--- src/rtl/dz_pkg.sv ---
// ---------------------------------------------------------------------------
// dz_pkg
// Shared constants for the dot-matrix scan path. The display-side transfer
// block and the scan decoder both import this package so that row/column
// widths, ROM geometry and colour codes cannot drift apart.
//   ROW_W / COL_W   : scan row select width and pixels per row
//   ROM_DEPTH       : number of images held in the shared image ROM
//   ENTRY_W / IDX_W : ROM entry width (8 rows x 8 columns) and index width
//   COLOR_*         : frame colour classification codes
// ---------------------------------------------------------------------------
package dz_pkg;

   localparam int ROW_W     = 8;
   localparam int COL_W     = 8;
   localparam int ROM_DEPTH = 9;
   localparam int ENTRY_W   = ROW_W * COL_W;
   localparam int IDX_W     = 4;

   localparam logic [1:0] COLOR_NONE  = 2'd0;
   localparam logic [1:0] COLOR_GREEN = 2'd1;
   localparam logic [1:0] COLOR_RED   = 2'd2;
   localparam logic [1:0] COLOR_MIXED = 2'd3;

   typedef enum logic [1:0] {
      ST_COLLECT = 2'd0,
      ST_MATCH   = 2'd1,
      ST_RESULT  = 2'd2
   } dz_state_e;

   // Classify a frame by which colour planes carry any lit pixel.
   function automatic logic [1:0] color_code(input logic [ENTRY_W-1:0] green,
                                             input logic [ENTRY_W-1:0] red);
      logic [1:0] code;
      if ((|green) && (|red)) begin
         code = COLOR_MIXED;
      end else if (|green) begin
         code = COLOR_GREEN;
      end else if (|red) begin
         code = COLOR_RED;
      end else begin
         code = COLOR_NONE;
      end
      return code;
   endfunction

endpackage

--- src/rtl/dz_image_rom.sv ---
// ---------------------------------------------------------------------------
// dz_image_rom
// Combinational image lookup shared with the display path. Each entry packs
// the eight rows of an 8x8 image, row k in bits [8k+7:8k], column 0 in the
// LSB of each row byte. Indices beyond the stored images return all zeros.
//   idx     : image index
//   pattern : 64-bit lit pattern of that image
// ---------------------------------------------------------------------------
module dz_image_rom
   import dz_pkg::*;
(
   input  logic [IDX_W-1:0]   idx,
   output logic [ENTRY_W-1:0] pattern
);

   // Digit glyphs 0..8; the bottom row of every glyph is left dark.
   always_comb begin
      pattern = '0;
      case (idx)
         4'd0:    pattern = 64'h003C6666766E663C;
         4'd1:    pattern = 64'h007E181818183818;
         4'd2:    pattern = 64'h007E60300C06663C;
         4'd3:    pattern = 64'h003C66061C06663C;
         4'd4:    pattern = 64'h000C0C7E6C3C1C0C;
         4'd5:    pattern = 64'h003C6606067C607E;
         4'd6:    pattern = 64'h003C6666667C603C;
         4'd7:    pattern = 64'h00303030180C067E;
         4'd8:    pattern = 64'h003C66663C66663C;
         default: pattern = '0;
      endcase
   end

endmodule

--- src/rtl/dz_scan_decoder.sv ---
// ---------------------------------------------------------------------------
// dz_scan_decoder
// Watches the multiplexed dot-matrix scan, rebuilds a two-colour 8x8 frame,
// looks the lit pattern up in the shared image ROM and reports the image
// number once the same result has been seen for several frames in a row.
//   clk       : system clock
//   dst_n     : asynchronous active-low reset
//   row       : active-low one-hot row select, 8'hFF = blank
//   colg/colr : green / red pixels of the selected row, bit0 = column 0
//   num_out   : last stable decoded image index
//   num_valid : num_out holds a stable ROM-matched value
//   num_upd   : one-clock pulse whenever num_out/num_valid/color change
//   color     : stable frame colour (none / green / red / mixed)
//   scan_err  : sticky, set on a multi-hot row or a dropped frame
// ---------------------------------------------------------------------------
module dz_scan_decoder
   import dz_pkg::*;
#(
   parameter int NUM_IMG       = 9,
   parameter int STABLE_FRAMES = 3,
   parameter int TIMEOUT       = 1000
) (
   input  logic             clk,
   input  logic             dst_n,
   input  logic [ROW_W-1:0] row,
   input  logic [COL_W-1:0] colg,
   input  logic [COL_W-1:0] colr,
   output logic [IDX_W-1:0] num_out,
   output logic             num_valid,
   output logic             num_upd,
   output logic [1:0]       color,
   output logic             scan_err
);

   localparam int                 TMO_W      = $clog2(TIMEOUT + 1);
   localparam logic [TMO_W-1:0]   TMO_LAST   = TMO_W'(TIMEOUT - 1);
   localparam logic [IDX_W-1:0]   LAST_IDX   = IDX_W'(NUM_IMG - 1);
   localparam logic [3:0]         STABLE_MAX = 4'(STABLE_FRAMES);

   dz_state_e          state;
   logic [ROW_W-1:0]   row_q;
   logic [COL_W-1:0]   colg_q;
   logic [COL_W-1:0]   colr_q;
   logic [ENTRY_W-1:0] cap_g;
   logic [ENTRY_W-1:0] cap_r;
   logic [ENTRY_W-1:0] work_g;
   logic [ENTRY_W-1:0] work_r;
   logic [ENTRY_W-1:0] rom_pattern;
   logic [ROW_W-1:0]   seen;
   logic [IDX_W-1:0]   idx;
   logic [IDX_W-1:0]   res_idx;
   logic [IDX_W-1:0]   prev_idx;
   logic               res_hit;
   logic               prev_hit;
   logic [1:0]         prev_color;
   logic [3:0]         stable_cnt;
   logic [TMO_W-1:0]   tmo_cnt;

   logic [3:0]         zero_cnt;
   logic               row_valid;
   logic               row_multi;
   logic [2:0]         row_k;
   logic [ROW_W-1:0]   row_bit;
   logic               timeout_fire;
   logic [1:0]         frame_color;
   logic               res_same;
   logic [3:0]         cnt_next;
   logic [IDX_W-1:0]   next_num;
   logic               out_change;

   dz_image_rom u_rom (
      .idx     (idx),
      .pattern (rom_pattern)
   );

   // Row classification on the registered scan, plus the RESULT-stage
   // bookkeeping: whether this decode repeats the previous one, what the
   // stability counter becomes and whether the visible outputs would move.
   always_comb begin
      zero_cnt  = 4'($countones(~row_q));
      row_valid = (zero_cnt == 4'd1);
      row_multi = (zero_cnt > 4'd1);
      row_k     = '0;
      for (int i = 0; i < ROW_W; i++) begin
         if (!row_q[i]) begin
            row_k = 3'(i);
         end
      end
      row_bit      = ROW_W'(1) << row_k;
      timeout_fire = !row_valid && (tmo_cnt == TMO_LAST);
      frame_color  = color_code(work_g, work_r);
      res_same     = (res_hit == prev_hit) && (res_idx == prev_idx) &&
                     (frame_color == prev_color);
      if (!res_same) begin
         cnt_next = 4'd1;
      end else if (stable_cnt >= STABLE_MAX) begin
         cnt_next = STABLE_MAX;
      end else begin
         cnt_next = stable_cnt + 4'd1;
      end
      next_num   = res_hit ? res_idx : num_out;
      out_change = (next_num != num_out) || (res_hit != num_valid) ||
                   (frame_color != color);
   end

   // Capture, frame assembly, ROM search and output stabilisation. Capture
   // keeps running while a frame is being matched; only hand-over of a new
   // complete frame is refused while the matcher is busy (frame dropped).
   // The timeout section sits last so it wins over a same-clock RESULT.
   always_ff @(posedge clk or negedge dst_n) begin
      if (!dst_n) begin
         state      <= ST_COLLECT;
         row_q      <= '1;
         colg_q     <= '0;
         colr_q     <= '0;
         cap_g      <= '0;
         cap_r      <= '0;
         work_g     <= '0;
         work_r     <= '0;
         seen       <= '0;
         idx        <= '0;
         res_idx    <= '0;
         res_hit    <= 1'b0;
         prev_idx   <= '0;
         prev_hit   <= 1'b0;
         prev_color <= COLOR_NONE;
         stable_cnt <= '0;
         tmo_cnt    <= '0;
         num_out    <= '0;
         num_valid  <= 1'b0;
         num_upd    <= 1'b0;
         color      <= COLOR_NONE;
         scan_err   <= 1'b0;
      end else begin
         row_q   <= row;
         colg_q  <= colg;
         colr_q  <= colr;
         num_upd <= 1'b0;

         if (row_valid) begin
            cap_g[{row_k, 3'b000} +: COL_W] <= colg_q;
            cap_r[{row_k, 3'b000} +: COL_W] <= colr_q;
         end
         if (row_multi) begin
            scan_err <= 1'b1;
         end

         if (seen == '1) begin
            seen <= row_valid ? row_bit : '0;
            if (state == ST_COLLECT) begin
               work_g <= cap_g;
               work_r <= cap_r;
               idx    <= '0;
               state  <= ST_MATCH;
            end else begin
               scan_err <= 1'b1;
            end
         end else if (row_valid) begin
            seen <= seen | row_bit;
         end

         if (row_valid || timeout_fire) begin
            tmo_cnt <= '0;
         end else begin
            tmo_cnt <= tmo_cnt + TMO_W'(1);
         end

         case (state)
            ST_MATCH: begin
               if ((work_g | work_r) == rom_pattern) begin
                  res_hit <= 1'b1;
                  res_idx <= idx;
                  state   <= ST_RESULT;
               end else if (idx == LAST_IDX) begin
                  res_hit <= 1'b0;
                  res_idx <= '0;
                  state   <= ST_RESULT;
               end else begin
                  idx <= idx + IDX_W'(1);
               end
            end
            ST_RESULT: begin
               stable_cnt <= cnt_next;
               if (!res_same) begin
                  prev_hit   <= res_hit;
                  prev_idx   <= res_idx;
                  prev_color <= frame_color;
               end
               if (cnt_next == STABLE_MAX) begin
                  num_out   <= next_num;
                  num_valid <= res_hit;
                  color     <= frame_color;
                  num_upd   <= out_change;
               end
               state <= ST_COLLECT;
            end
            default: ;
         endcase

         if (timeout_fire) begin
            seen       <= '0;
            stable_cnt <= '0;
            if (num_valid) begin
               num_valid <= 1'b0;
               num_upd   <= 1'b1;
            end
         end
      end
   end

endmodule
--- config.mk ---
export PLATFORM = sky130hd
export DESIGN_NAME = dz_scan_decoder
export DESIGN_NICKNAME = d
export VERILOG_FILES = /design/src/rtl/dz_pkg.sv /design/src/rtl/dz_image_rom.sv /design/src/rtl/dz_scan_decoder.sv
export SDC_FILE = /design/constraint.sdc
export NUM_CORES = 1
export LEC_CHECK = 0
export ABC_AREA = 0
export BUFFER_PORTS_ARGS = -buffer_cell sky130_fd_sc_hd__buf_4
export CORE_MARGIN = 5
export CORE_UTILIZATION = 43
export CTS_CLUSTER_DIAMETER = 60
export CTS_CLUSTER_SIZE = 10
export DETAILED_ROUTE_END_ITERATION = 12
export GPL_ROUTABILITY_DRIVEN = 1
export HOLD_SLACK_MARGIN = 0.12
export PLACE_DENSITY = 0.56
export SETUP_SLACK_MARGIN = 0.02
export SLEW_MARGIN = 20
export SYNTH_ARGS = -nofsm -noshare
export SYNTH_HDL_FRONTEND = slang
export SYNTH_SLANG_ARGS = --single-unit
--- constraint.sdc ---
create_clock -name clk -period 14.47 [get_ports clk]
set_input_delay 2.1705 -clock clk [delete_from_list [all_inputs] [get_ports clk]]
set_output_delay 2.1705 -clock clk [all_outputs]
set_load 0.01 [all_outputs]
==> results by group <==
CTS
  • CTS tree: built
  • Post-CTS sizing: 0
  • CTS root buf: clkbuf_16
  • Clock transition at path regs: 0.05 ns
  • Post CTS Setup Buffer Count: 0
  • CTS buffer count: 39
  • Clk sinks: 329
  • Clk Latency, worst-skew pair: 0.54 ns
  • Clock Path Buffers: 3
  • H-tree levels: 2
  • # hold bufs at CTS: 0

Routing
  • Wire per inst: 19.2 µm
  • Wl on met1: 16.8 mm
  • Via count: 9795
  • Routed met2 length: 16.4 mm
  • Antenna-violating nets left: 0
  • Max Used Layer: met4
  • DRC: 0
  • Met3 WL: 1.45 mm
  • Vias per inst: 5.30
  • First DRT Iteration DRCs: 661
  • Total Wirelength: 35.5 mm
  • Drt first pass iters: 5

STA
  • Max Fclk: 189 MHz
  • Final Skew: 0.0107 ns
  • Final Slew Violations: 0
  • Unrepaired setup endpoints after global routing: false
  • Max-slew headroom: 31.1%
  • Final Cycle Share: 36.5%
  • Total negative setup slack: 0 ns
  • Final hold viol count: 0
  • Measured slew at the worst slew-check pin: 1.03 ns
  • Final setup violating endpoints: 0
  • Min Clock Period, post-route: 5.28 ns
  • Fin Hold WS: 0.451 ns

Power
  • Max IR drop VDD: 0.101 mV
  • Static leakage power: 8.12 nW
  • PnR Total Power: 2.13 mW
  • Power per cell area: 133 mW/mm²

Setup path
  • Worst-case reg-to-reg path depth: 12
  • Flop-to-flop setup slack: 9.19 ns
  • Worst r2r src: row_q[3]$_DFF_PN1_
  • Startpoint types: flip-flop
  • R2R Path End: cap_g[21]$_DFFE_PN0P_
  • Worst EP required: 14.88 ns
  • Crit Path Category: reg -> reg
  • Critical Path AT: 5.69 ns
  • CP max FO: 16
  • CP endpoint kind: flip-flop

Synth
  • Syn_nets: 1421
  • Most area-hungry cell type in the Yosys netlist: dfrtp_1
  • Avg Inst Size Synth: 10.4 µm²
  • Top cell type's share of synthesized area: 56.2%
  • Sequential fraction of the synthesis area: 57.7%
  • Post-synth cell types: 57
  • Post-synthesis async set-or-reset flop share: 100%
  • Top_reg_cell synth: dfrtp_1
  • Synth top area cells: dfrtp_1 (56%), nand2_1 (12%), mux2_2 (9.2%)
  • Synthesized flop and latch total: 329
  • Number of cells produced by synthesis: 1371
  • Synth warnings: 0
  • Mapped Area: 0.0143 mm²
  • Post-synth EDFFs: 0

Place
  • Final HPWL DP: 23.6 mm
  • IO Port Bufs: 34
  • Gpl congestion: 0.866

Run
  • Max Cap Viol: 0

Floorplan
  • Die X: 192 µm
  • Die height: 192 µm
  • Initial Util: 43.7%
  • DIE AREA: 0.0370 mm²
  • Std cell rows: 66
  • Core box area: 0.0327 mm²
  • # IOs: 35

GRT
  • Largest net degree at the start of global routing: 84
  • Initial antenna violation count: 0
  • GRT overflow: 0
  • First-pass GRT wire length: 56.9 mm
  • Vias in the first global route: 9806
  • GRT Util Overall: 19.7%

Run status
  • Status: completed

Layout
  • Ant. Diodes: 0
  • Most frequent cells in the layout: nand2_1 (443), dfrtp_1 (321), mux2_2 (117), nor2_1 (63), buf_4 (43)
  • Most common cell after layout, fill and taps aside: nand2_1
  • Fraction of layout cells with a size suffix above 1: 15.9%
  • Fillcell total: 3126
  • Final #Nets: 1446
  • Syn-to-layout area delta: 12.3%

Min path
  • WHS Path Cells: 2
  • Worst Hold End: work_r[35]$_DFFE_PN0P_
  • Hold path start: cap_r[35]$_DFFE_PN0P_
  • Worst hold-check path type: reg -> reg
## cells by family after synthesis
group	count (synthesis)	share of synthesized area (%)
buffers and inverters	81	2.30
AOI/OAI and AO/OA	91	4.08
adders and majority gates	24	2.31
xor gates and xnor gates	38	2.33
muxes	135	10.6
and+or+nand+nor	673	20.7
DFF	329	57.7
## layout make-up
cell class	count	area, µm²	share of cell area (%)
clock buffer	47	1020	6.33
clock inverter	5	90.1	0.562
inverter	21	78.8	0.491
multi-input combinational	961	5720	35.7
sequential	329	8240	51.4
tap	442	553	3.45
timing repair buffer	44	338	2.11
## layer usage
| metal | track usage (%) | vias to the layer above |
|---|---|---|
| met2 | 30.8 | 166 |
| met3 | 2.73 | 61 |
| met4 | 5.43 | 0 |
| li1 | - | 4632 |
| met5 | 0 | - |
| met1 | 29.1 | 4936 |
## worst max-delay path by stage
| stage | from | slack [ns] | depth (start not counted) | endpoint |
|---|---|---|---|---|
| final | row_q[3]$_DFF_PN1_ | 9.19 | 12 | cap_g[21]$_DFFE_PN0P_ |
| after detailed placement | row_q[3]$_DFF_PN1_ | 9.13 | 12 | cap_g[21]$_DFFE_PN0P_ |
| after global placement | row_q[3]$_DFF_PN1_ | 9.22 | 12 | cap_g[17]$_DFFE_PN0P_ |
| after CTS | row_q[3]$_DFF_PN1_ | 9.10 | 12 | cap_g[21]$_DFFE_PN0P_ |
| after global routing | row_q[3]$_DFF_PN1_ | 8.95 | 12 | cap_r[17]$_DFFE_PN0P_ |
| after floorplan | row_q[3]$_DFF_PN1_ | 9.88 | 14 | cap_g[6]$_DFFE_PN0P_ |
## synthesized netlist by cell type (3+ instances only)
cell,count
a22o_1,9
nor2_1,63
o21ai_0,34
and2_1,23
o22ai_1,7
mux2_2,117
o21ai_1,5
and3_1,14
a21oi_1,13
or4_1,7
ha_1,20
or3_1,4
fa_1,4
xnor2_1,25
nor2b_1,4
nor4_1,33
nor4_2,3
xor2_1,13
dfstp_2,8
inv_1,21
buf_2,7
a32o_1,3
nand2b_1,11
mux2i_1,9
nand4_1,17
dfrtp_1,321
nand3_1,22
nand3b_1,6
nor3_1,12
clkbuf_1,49
nand2_1,444
mux2_1,9
## registers in the layout, indices dropped and copies added (netlist names), 2 cells and up
| name | count |
|---|---|
| cap_g | 64 |
| cap_r | 64 |
| colg_q | 8 |
| color | 2 |
| colr_q | 8 |
| idx | 4 |
| num_out | 4 |
| prev_color | 2 |
| prev_idx | 4 |
| res_idx | 4 |
| row_q | 8 |
| seen | 8 |
| stable_cnt | 4 |
| state | 2 |
| tmo_cnt | 10 |
| work_g | 64 |
| work_r | 64 |
## through the flow
step / utilization, % / worst slack (ns) / cells / area [µm²]
after CTS: 49.0 / 9.10 / 1849 / 16000
after global placement: 45.7 / 9.22 / 1797 / 14900
after floorplan: - / 9.88 / 1371 / 14300
final: 49.0 / 9.19 / 1849 / 16000
after detailed placement: 45.7 / 9.13 / 1797 / 14900
after global routing: 49.0 / 8.95 / 1849 / 16000
## critical path, cell delays in order, from the launching register on
cell     delay (ns)
dfstp_2        0.54
fa_1           0.40
inv_1          0.08
fa_1           0.42
fa_1           0.45
ha_1           0.23
fa_1           0.43
or2_2          0.30
a21oi_1        0.21
and2_1         0.46
and3b_1        0.30
nand3_1        0.74
mux2_2         0.57
## power by group
part           switching, mW  internal [mW]  total [mW]
logic                 0.0798         0.0910       0.171
clock network          0.372          0.511       0.883
registers             0.0603           1.02        1.08
total                  0.512           1.62        2.13
(Power assumes the default switching activity.)
